--- src/rtl/shift_sequencer_pkg.sv ---
// Shared definitions for the shift sequencer: FSM state codes, default widths
// and the {load_n, shift_right} control words driven to the downstream shifter.
package shift_sequencer_pkg;

    localparam int DEF_WIDTH = 8;
    localparam int DEF_CNT_W = 4;

    localparam logic [2:0] IDLE  = 3'd0;
    localparam logic [2:0] LOAD  = 3'd1;
    localparam logic [2:0] SHIFT = 3'd2;
    localparam logic [2:0] GAP   = 3'd3;
    localparam logic [2:0] DONE  = 3'd4;

    typedef struct packed {
        logic load_n;
        logic shift_right;
    } ctrl_t;

    localparam ctrl_t CTRL_HOLD  = '{load_n: 1'b1, shift_right: 1'b0};
    localparam ctrl_t CTRL_LOAD  = '{load_n: 1'b0, shift_right: 1'b0};
    localparam ctrl_t CTRL_SHIFT = '{load_n: 1'b1, shift_right: 1'b1};

    // Only LOAD and SHIFT produce an active control word; the two are exclusive.
    function automatic ctrl_t ctrl_for(input logic [2:0] st);
        ctrl_t c;
        c = CTRL_HOLD;
        if (st == LOAD)
            c = CTRL_LOAD;
        else if (st == SHIFT)
            c = CTRL_SHIFT;
        return c;
    endfunction

endpackage

--- src/rtl/shift_sequencer_pacer.sv ---
// Down-counter that times the hold gap between paced shift pulses.
// start reloads it; expired is high in the last of PACE_CYCLES gap cycles.
module shift_sequencer_pacer #(
    parameter int PACE_CYCLES = 3
) (
    input  logic clk,
    input  logic reset_n,
    input  logic start,
    output logic expired
);

    localparam int PW = (PACE_CYCLES > 1) ? $clog2(PACE_CYCLES) : 1;
    localparam logic [PW-1:0] RELOAD = PW'((PACE_CYCLES > 0) ? PACE_CYCLES - 1 : 0);

    logic [PW-1:0] cnt;

    always_ff @(posedge clk or negedge reset_n) begin
        if (!reset_n)
            cnt <= '0;
        else if (start)
            cnt <= RELOAD;
        else if (cnt != '0)
            cnt <= cnt - PW'(1);
    end

    assign expired = (cnt == '0);

endmodule

--- src/rtl/shift_sequencer.sv ---
// Job sequencer for the 8-bit load/shift register: LOAD, N shift pulses, DONE.
// Define SHIFT_SEQUENCER_PACE_EN to insert PACE_CYCLES hold cycles between shifts.
module shift_sequencer
    import shift_sequencer_pkg::*;
#(
    parameter int WIDTH       = DEF_WIDTH,
    parameter int CNT_W       = DEF_CNT_W,
    parameter int PACE_CYCLES = 3
) (
    input  logic             clk,
    input  logic             reset_n,
    input  logic             req_valid,
    output logic             req_ready,
    input  logic [WIDTH-1:0] req_data,
    input  logic [CNT_W-1:0] req_count,
    input  logic             req_arith,
    input  logic             abort,
    output logic [WIDTH-1:0] load_val,
    output logic             load_n,
    output logic             shift_right,
    output logic             asr,
    output logic             busy,
    output logic             done,
    output logic             aborted
);

`ifdef SHIFT_SEQUENCER_PACE_EN
    localparam bit PACED = 1'b1;
`else
    localparam bit PACED = 1'b0;
`endif
    localparam bit GAP_EN = PACED && (PACE_CYCLES > 0);

    logic [2:0]       state, state_nxt;
    logic [CNT_W-1:0] cnt, cnt_nxt;
    logic             arith_q;
    logic             accept;
    logic             abort_take;
    logic             pace_expired;
    ctrl_t            ctrl_nxt;

    // A job is taken only when req_ready is already high, so the first IDLE
    // cycle after reset (req_ready still low) never accepts.
    assign accept     = (state == IDLE) && req_valid && req_ready;
    assign abort_take = abort && ((state == LOAD) || (state == SHIFT) || (state == GAP));

`ifdef SHIFT_SEQUENCER_PACE_EN
    logic pace_start;
    assign pace_start = (state == SHIFT) && (state_nxt == GAP);

    shift_sequencer_pacer #(
        .PACE_CYCLES (PACE_CYCLES)
    ) u_pacer (
        .clk     (clk),
        .reset_n (reset_n),
        .start   (pace_start),
        .expired (pace_expired)
    );
`else
    assign pace_expired = 1'b1;
`endif

    always_comb begin
        state_nxt = state;
        cnt_nxt   = cnt;
        case (state)
            IDLE: begin
                if (accept) begin
                    state_nxt = LOAD;
                    cnt_nxt   = req_count;
                end
            end
            LOAD: begin
                if (abort_take)
                    state_nxt = IDLE;
                else if (cnt == '0)
                    state_nxt = DONE;
                else
                    state_nxt = SHIFT;
            end
            SHIFT: begin
                // cnt holds the pulses still owed, including this cycle's.
                if (abort_take) begin
                    state_nxt = IDLE;
                end else begin
                    cnt_nxt = cnt - CNT_W'(1);
                    if (cnt == CNT_W'(1))
                        state_nxt = DONE;
                    else if (GAP_EN)
                        state_nxt = GAP;
                    else
                        state_nxt = SHIFT;
                end
            end
            GAP: begin
                if (abort_take)
                    state_nxt = IDLE;
                else if (pace_expired)
                    state_nxt = SHIFT;
            end
            DONE:    state_nxt = IDLE;
            default: state_nxt = IDLE;
        endcase
    end

    assign ctrl_nxt = ctrl_for(state_nxt);

    // Outputs are registered from the next state so each one lines up with
    // the cycle its state occupies.
    always_ff @(posedge clk or negedge reset_n) begin
        if (!reset_n) begin
            state       <= IDLE;
            cnt         <= '0;
            arith_q     <= 1'b0;
            req_ready   <= 1'b0;
            load_val    <= '0;
            load_n      <= 1'b1;
            shift_right <= 1'b0;
            asr         <= 1'b0;
            busy        <= 1'b0;
            done        <= 1'b0;
            aborted     <= 1'b0;
        end else begin
            state <= state_nxt;
            cnt   <= cnt_nxt;
            if (accept) begin
                arith_q  <= req_arith;
                load_val <= req_data;
            end
            req_ready   <= (state_nxt == IDLE);
            busy        <= (state_nxt != IDLE);
            done        <= (state_nxt == DONE);
            aborted     <= abort_take;
            load_n      <= ctrl_nxt.load_n;
            shift_right <= ctrl_nxt.shift_right;
            asr         <= (state_nxt == IDLE) ? 1'b0 : (accept ? req_arith : arith_q);
        end
    end

endmodule

--- config.mk ---
export PLATFORM = sky130hd
export DESIGN_NAME = shift_sequencer
export DESIGN_NICKNAME = d
export VERILOG_FILES = /design/src/rtl/shift_sequencer_pkg.sv /design/src/rtl/shift_sequencer_pacer.sv /design/src/rtl/shift_sequencer.sv
export SDC_FILE = /design/constraint.sdc
export NUM_CORES = 1
export LEC_CHECK = 0
export ABC_AREA = 1
export CAP_MARGIN = 10
export CORE_MARGIN = 4
export CORE_UTILIZATION = 45
export DETAILED_ROUTE_END_ITERATION = 10
export GPL_ROUTABILITY_DRIVEN = 1
export PLACE_DENSITY_LB_ADDON = 0.2
export SYNTH_ARGS = -nofsm -noshare
export SYNTH_HDL_FRONTEND = slang
export SYNTH_SLANG_ARGS = --single-unit
--- constraint.sdc ---
create_clock -name clk -period 1.4 [get_ports clk]
set_input_delay 0.42 -clock clk [delete_from_list [all_inputs] [get_ports clk]]
set_output_delay 0.42 -clock clk [all_outputs]
set_load 0.02 [all_outputs]
Word-level counts from Yosys, hierarchy flattened
Cells that the tools add are included.

cells by class
  $add $sub $neg = 1
  multipliers = 0
  div/mod/pow operators = 0
  $lt $le $gt $ge = 0
  equality and inequality tests = 9
  shift operators = 0
  mux-type cells = 14
  bitwise gates (word level) = 0
  reductions and logical operators = 11

operator list
  cell                   number
  $mux W3                5
  $pmux W3 S4            1
  $eq A3 B2 Y1 const B   3
  $mux W4                2
  $pmux W4 S2            1
  $eq A3 B1 Y1 const B   2
  $logic_not A3 Y1       2
  $eq A4 B1 Y1 const B   1
  $logic_not A4 Y1       1
  $mux W2                2
  $ne A2 B2 Y1 const B   2
  $sub A4 B1 Y4 const B  1
  $eq A3 B3 Y1 const B   1
  $logic_and A1 B1 Y1    3
  $mux W1                3
  $reduce_and A3 Y1      1
  $reduce_bool A3 Y1     1
  $logic_or A1 B1 Y1     2
  $reduce_bool A2 Y1     1

storage, ports and cells
  flip-flop bits (word level) = 23
  bits in latches = 0
  memory bits (writable) = 0
  bits in read-only memories = 0
  input port bits = 17
  output and inout bits = 15
  word-level logic and storage cells = 46
  memories kept = 0

Depth between registers and ports, before layout
Gate-level depths: netlist of run 1.

  word-level depth = 9
  mapped depth = 8
  mapped depth without buffers = 8

Least setup slack after synthesis of run 1
Ideal clock, no wire load.

  path type = reg-to-reg
  start = reg cnt[1]
  end = reg busy
  library setup time = 120 ps
  arrival time = 1160 ps
  data required time = 1280 ps
  setup slack = 120 ps
  stages on the path, launching flop included = 8
  path buffers = 0
  period minus slack after synthesis = 1280 ps
  cell sequence = dfrtp_1 inv_1 ha_1 nand3_1 nand3_1 nand4_1 nor2_2 inv_1

on the way
  cells in the longest elaborated chain, start to end = 5
  elaborated cells on any way between the ends = 8
  classes of those cells = eq/ne: 1; mux: 5; reduce/logical: 2

ends and longest elaborated chain
  item                                              line                                          RTL
  start, declared                                   shift_sequencer.sv:35                         logic [CNT_W-1:0] cnt, cnt_nxt;
  start signal, assigned                            shift_sequencer.sv:125                        cnt <= cnt_nxt;
  $eq A4 B1 Y1 or $logic_not A4 Y1 (tied branches)  shift_sequencer.sv:87, shift_sequencer.sv:76
  $mux W3 (on tied branches)                        shift_sequencer.sv:87, shift_sequencer.sv:76
  $mux W3 (on tied branches)                        shift_sequencer.sv:83, shift_sequencer.sv:74
  $pmux W3 S4 *                                     shift_sequencer.sv:66                         case (state)
  $reduce_bool A3 Y1 *                              shift_sequencer.sv:131                        busy <= (state_nxt != IDLE);
  end signal, assigned                              shift_sequencer.sv:131
  end, declared                                     shift_sequencer.sv:22                         output logic busy,

Mark *: on every way between the ends. The rest lies on a longest branch, timed or not.
A chain may end at the register's enable or synchronous reset.

Worst setup path in the final report of run 1
  start = reg load_n
  end = out load_n

RTL lines
  item                    line                    RTL
  start, declared         shift_sequencer.sv:19   output logic load_n,
  start signal, assigned  shift_sequencer.sv:134  load_n <= ctrl_nxt.load_n;

No word-level cell between the ends.

==> results of run 1 <==
[routing by layer]
| layer | vias to the layer above | share of wire |
|---|---|---|
| met3 | 2 | 0.059 |
| met5 | - | 0 |
| met1 | 426 | 0.40 |
| met2 | 27 | 0.53 |
| met4 | 0 | 0.0061 |
| li1 | 437 | - |
[layout make-up]
cell class,instances,area [um^2]
Fill cell,192,736
Clock buffer,4,26.3
Multi-Input combinational cell,73,402
Inverter,12,45.0
Sequential cell,23,577
Timing Repair Buffer,44,370
Tap cell,28,35.0
[power groups by stage]
stage,Sequential (mW),Combinational [mW],Clock [mW]
after floorplan,1.32,0.649,0
after global placement,1.10,1.49,0
after detailed placement,1.11,1.54,0
after CTS,1.10,1.50,0.311
after global routing,1.13,1.65,0.333
final,1.10,1.49,0.298
[logic make-up (layout without fill, tap and decap cells)]
group,Yosys count,count (layout),synth area share
AND/OR/NAND/NOR,58,58,0.267
flip-flops,23,23,0.564
buffers and inverters,13,60,0.0489
adder cells (fa/ha/maj),3,3,0.0367
multiplexers,1,1,0.00978
AO/OA/AOI/OAI,10,10,0.0660
XOR/XNOR,1,1,0.00856
[synth_stat cells (all sizes together)]
master / count
nor2: 8
dfstp: 1
or2: 1
ha: 3
nand2: 37
xor2: 1
nand4: 3
a21oi: 1
buf: 1
dfrtp: 22
nand3: 9
inv: 12
o211ai: 1
o21ai: 8
mux2i: 1
[stage by stage]
step / instances / hold WS (ns) / setup slack (ns) / utilization
6_report: 184 / 0.452 / 0.0227 / 0.664
3_3_place_gp: 176 / 0.463 / -0.167 / 0.659
4_1_cts: 181 / 0.450 / 0.000480 / 0.676
2_1_floorplan: 109 / 0.124 / 0.120 / -
3_5_place_dp: 176 / 0.464 / -0.198 / 0.659
5_1_grt: 184 / 0.451 / -0.00118 / 0.664
[how the worst min path moves through the flow]
stage / start / end / slack, ns / cells past startpoint
global route: reset_n / cnt[3] / 0.45 / 2
global placement: load_val[2] / load_val[2] / 0.46 / 2
floorplan: reset_n / aborted / 0.12 / 0
finish: reset_n / cnt[0] / 0.45 / 2
detailed placement: load_val[2] / load_val[2] / 0.46 / 2
CTS: reset_n / cnt[3] / 0.45 / 2
[what timing repair did]
item                                    in CTS  in global routing
endpoints found under the hold margin        0                  0
buffers inserted                             1                  3
gates resized for setup                     47                 12
endpoints found under the setup margin      15                 11
==> metrics.txt, run 1 <==
Crit path arrival time 0.96 ns; vias in the first global route 856; P_int 1.67 mW; largest registers load_val x8, cnt x4, state x3; clock-pin slew on the worst setup and hold paths 0.12 ns; worst min path class input port to asynchronous set/reset pin; Tmin final 1.38 ns; clock skew 0.00233 ns; clk root buf clkbuf_4; Worst-Skew Late Latency 0.30 ns; syn avg cell area 9.39 um^2; Detail Placement HPWL 1.65 mm; initial antenna violation count 0; r2r endpoint busy; GRT Total Usage 0.147; total grt overflow 0; # rows 17; die area 3100 um^2; reg2reg setup slack 0.08 ns; clock sink count 23; clock power share 0.103; Seq pwr share 0.382; fin area 1460 um^2; Combinational Power Share 0.515; FMAX 0.726 GHz; cell accounting for the most synthesized area dfrtp_1; TritonCTS clock tree done; Worst Setup EP load_n; slowest CP cell dfstp_2; most flop-heavy register load_val; hold buffers post-CTS 0; Die H 55.7 um; RR Startpoint cnt[0]; final hold viol count 0; Max Root-Sink Buffers 2; Synthesized Nets 129; ANT nets after route 0; Ys Warns 0; Final Max Tran Viols 0; kind of critical path flip-flop to output port; largest net degree at the start of global routing 24; commonest non-fill, non-tap cells in the layout nand2_1, dfrtp_1, clkdlybuf4s50_1, buf_4; DRT iter0 DRCs 9; Cell Chain, Critical Path buf_6; die extent in x 55.7 um; CP Data Required Time 0.98 ns; CP Max Fanout 1; met2 GRT Util 0.267; cell family with most CP delay flip-flops; CTS Buf Count 3; drt wl/cell 12.4 um; crit-path max cell delay 0.55 ns; setup_tns 0 ns; layout cells sized above 1 0.301; Reg2Reg Depth 7; Yosys cell types 23; GR Util met3 0.0302; I/O pin cnt 32; crit start category flip-flop; Post-Route WL 2.28 mm; antenna fix cells 0; Worst setup startpoint load_n; gr busiest metal met2; final setup vio count 0; Slew @ Worst Pin 0.258 ns; peak supply drop 1.08 mV; Initial Utilization 0.467; CP bufs+invs 1; via count 892; relative slew slack 0.828; core area 2190 um^2; sw power 1.21 mW; status complete, no violations; Net count, final 177; Vias/cell 4.85; RD Place Congestion 0.834; Synth-to-Final Area Change 42.2%; Largest register FFs 8; first-pass GRT wire length 3.68 mm; LEAKAGE 0.754 nW; Syn Inst Count 109; post-synthesis sequential area ratio 0.564; #FFs+latches synth 23; post-synth top area share 0.538; most common cell after layout, fill and taps aside nand2_1; cell area after synthesis 1020 um^2; fin crit share 0.984; router iterations before antenna repair 4; met1 Track Usage GR 0.171; Worst path depth 1; port bufs 31; DRC viols 0; area post-placement 1440 um^2; PwrDens 1980 nW/um^2; Switching Share 0.421; synth top area cells dfrtp_1, nand2_1, nand3_1, ha_1, inv_1; H-tree depth 1; maxcap violations 0; Total Power 2.89 mW; crit path capture type output port
Note: power is estimated with default switching activity, not from simulation.
==> run 2, diff against run 1 <==
- CORE_UTILIZATION: 45 -> 35
==> metrics.txt, run 2 (synthesis gave the netlist of run 1 again) <==
status complete, no violations; Total Power 2.76 mW; reg2reg setup slack 0.09 ns; worst min path class input port to asynchronous set/reset pin; relative slew slack 0.838; clk root buf clkbuf_4; Synth-to-Final Area Change 37.2%; most common cell after layout, fill and taps aside nand2_1; router iterations before antenna repair 4; ANT nets after route 0; Post-Route WL 2.10 mm; TritonCTS clock tree done; clock-pin slew on the worst setup and hold paths 0.12 ns; via count 852; most flop-heavy register load_val; largest net degree at the start of global routing 24; drt wl/cell 11.6 um; Tmin final 1.38 ns; Crit path arrival time 0.96 ns; crit-path max cell delay 0.55 ns; DRC viols 0; CP Max Fanout 1; die extent in x 62.1 um; port bufs 31; Final Max Tran Viols 0; first-pass GRT wire length 3.52 mm; Cell Chain, Critical Path buf_6; clock sink count 23; LEAKAGE 0.734 nW; H-tree depth 1; setup_tns 0 ns; commonest non-fill, non-tap cells in the layout nand2_1, dfrtp_1, clkdlybuf4s50_1, buf_2, inv_1; Post-Layout Cell Count 182; cell total after placement 177; kind of critical path flip-flop to output port; Die H 62.1 um; antenna fix cells 0; fin crit share 0.984; Slew @ Worst Pin 0.243 ns; Detail Placement HPWL 1.59 mm; RD Place Congestion 0.773; die area 3850 um^2; DRT iter0 DRCs 17; CP bufs+invs 1; FMAX 0.726 GHz; PwrDens 1970 nW/um^2; cell family with most CP delay flip-flops; Hold Slack 0.440 ns; GRT Total Usage 0.127; final hold viol count 0; CP Data Required Time 0.98 ns; vias in the first global route 880; # rows 19; layout cells sized above 1 0.291; Worst-Skew Late Latency 0.30 ns; clock skew 0.00327 ns; crit start category flip-flop; peak supply drop 1.21 mV; slowest CP cell dfstp_2; crit path capture type output port; maxcap violations 0; setup repair after global routing missed its margin true; total grt overflow 0; core area 2780 um^2; Initial Utilization 0.368; Net count, final 172; Filler Cells Inserted 275; Largest register FFs 8; hold buffers post-CTS 0; initial antenna violation count 0; CTS Buf Count 3; Vias/cell 4.68; final setup vio count 0; largest registers load_val x8, cnt x4, state x3; I/O pin cnt 32; Max Root-Sink Buffers 2
## run 2: cell count changes in the layout (fill, tap and decap cells not counted), sizes merged
cell / change
clkinv: +1
buf: +1
clkbuf: -4
clkdlybuf4s15: -3
## run 2: layout make-up
| type | count | area (um^2) | area share |
|---|---|---|---|
| flip-flops and latches | 23 | 577 | 0.411 |
| multi-input cells | 73 | 402 | 0.286 |
| repair buffers | 39 | 314 | 0.224 |
| inverters | 12 | 45.0 | 0.0321 |
| well taps | 31 | 38.8 | 0.0276 |
| clock buffers | 3 | 22.5 | 0.0160 |
| clock inverters | 1 | 5.00 | 0.00357 |
## run 2: power by group
part	switching [mW]	total, mW	internal (mW)
logic	0.839	1.37	0.531
registers	0.147	1.09	0.945
clock network	0.193	0.299	0.107
## run 2: layer usage
layer / vias up / global-route usage / wire length [um]
met5: - / 0 / 0
met3: 2 / 0.0310 / 111
met4: 0 / 0.0636 / 19
met1: 401 / 0.152 / 938
met2: 21 / 0.210 / 1040
li1: 428 / - / -
## run 2: through the flow
stage / util / area, um^2 / setup slack (ns)
after floorplan: - / 1020 / 0.120
after global placement: 0.515 / 1430 / -0.173
after detailed placement: 0.515 / 1430 / -0.212
after CTS: 0.518 / 1440 / 0.00120
after global routing: 0.505 / 1400 / -0.0207
final: 0.505 / 1400 / 0.0230
## run 2: path summary, 6_finish.rpt
kind	start	end	cells after the start
setup / recovery	load_n	load_n	1
hold / removal	reset_n	done	2
setup reg to reg	cnt[0]	busy	7
hold reg to reg	load_val[6]	load_val[6]	2
max in group asynchronous	reset_n	load_n	2
min in group clk	load_val[6]	load_val[6]	2
## run 2: timing repair
| item | CTS | global route |
|---|---|---|
| setup endpoints to repair | 15 | 12 |
| pin swaps | 0 | 2 |
| buffers inserted | 0 | 1 |
| gates resized for setup | 54 | 11 |
| endpoints found under the hold margin | 0 | 0 |
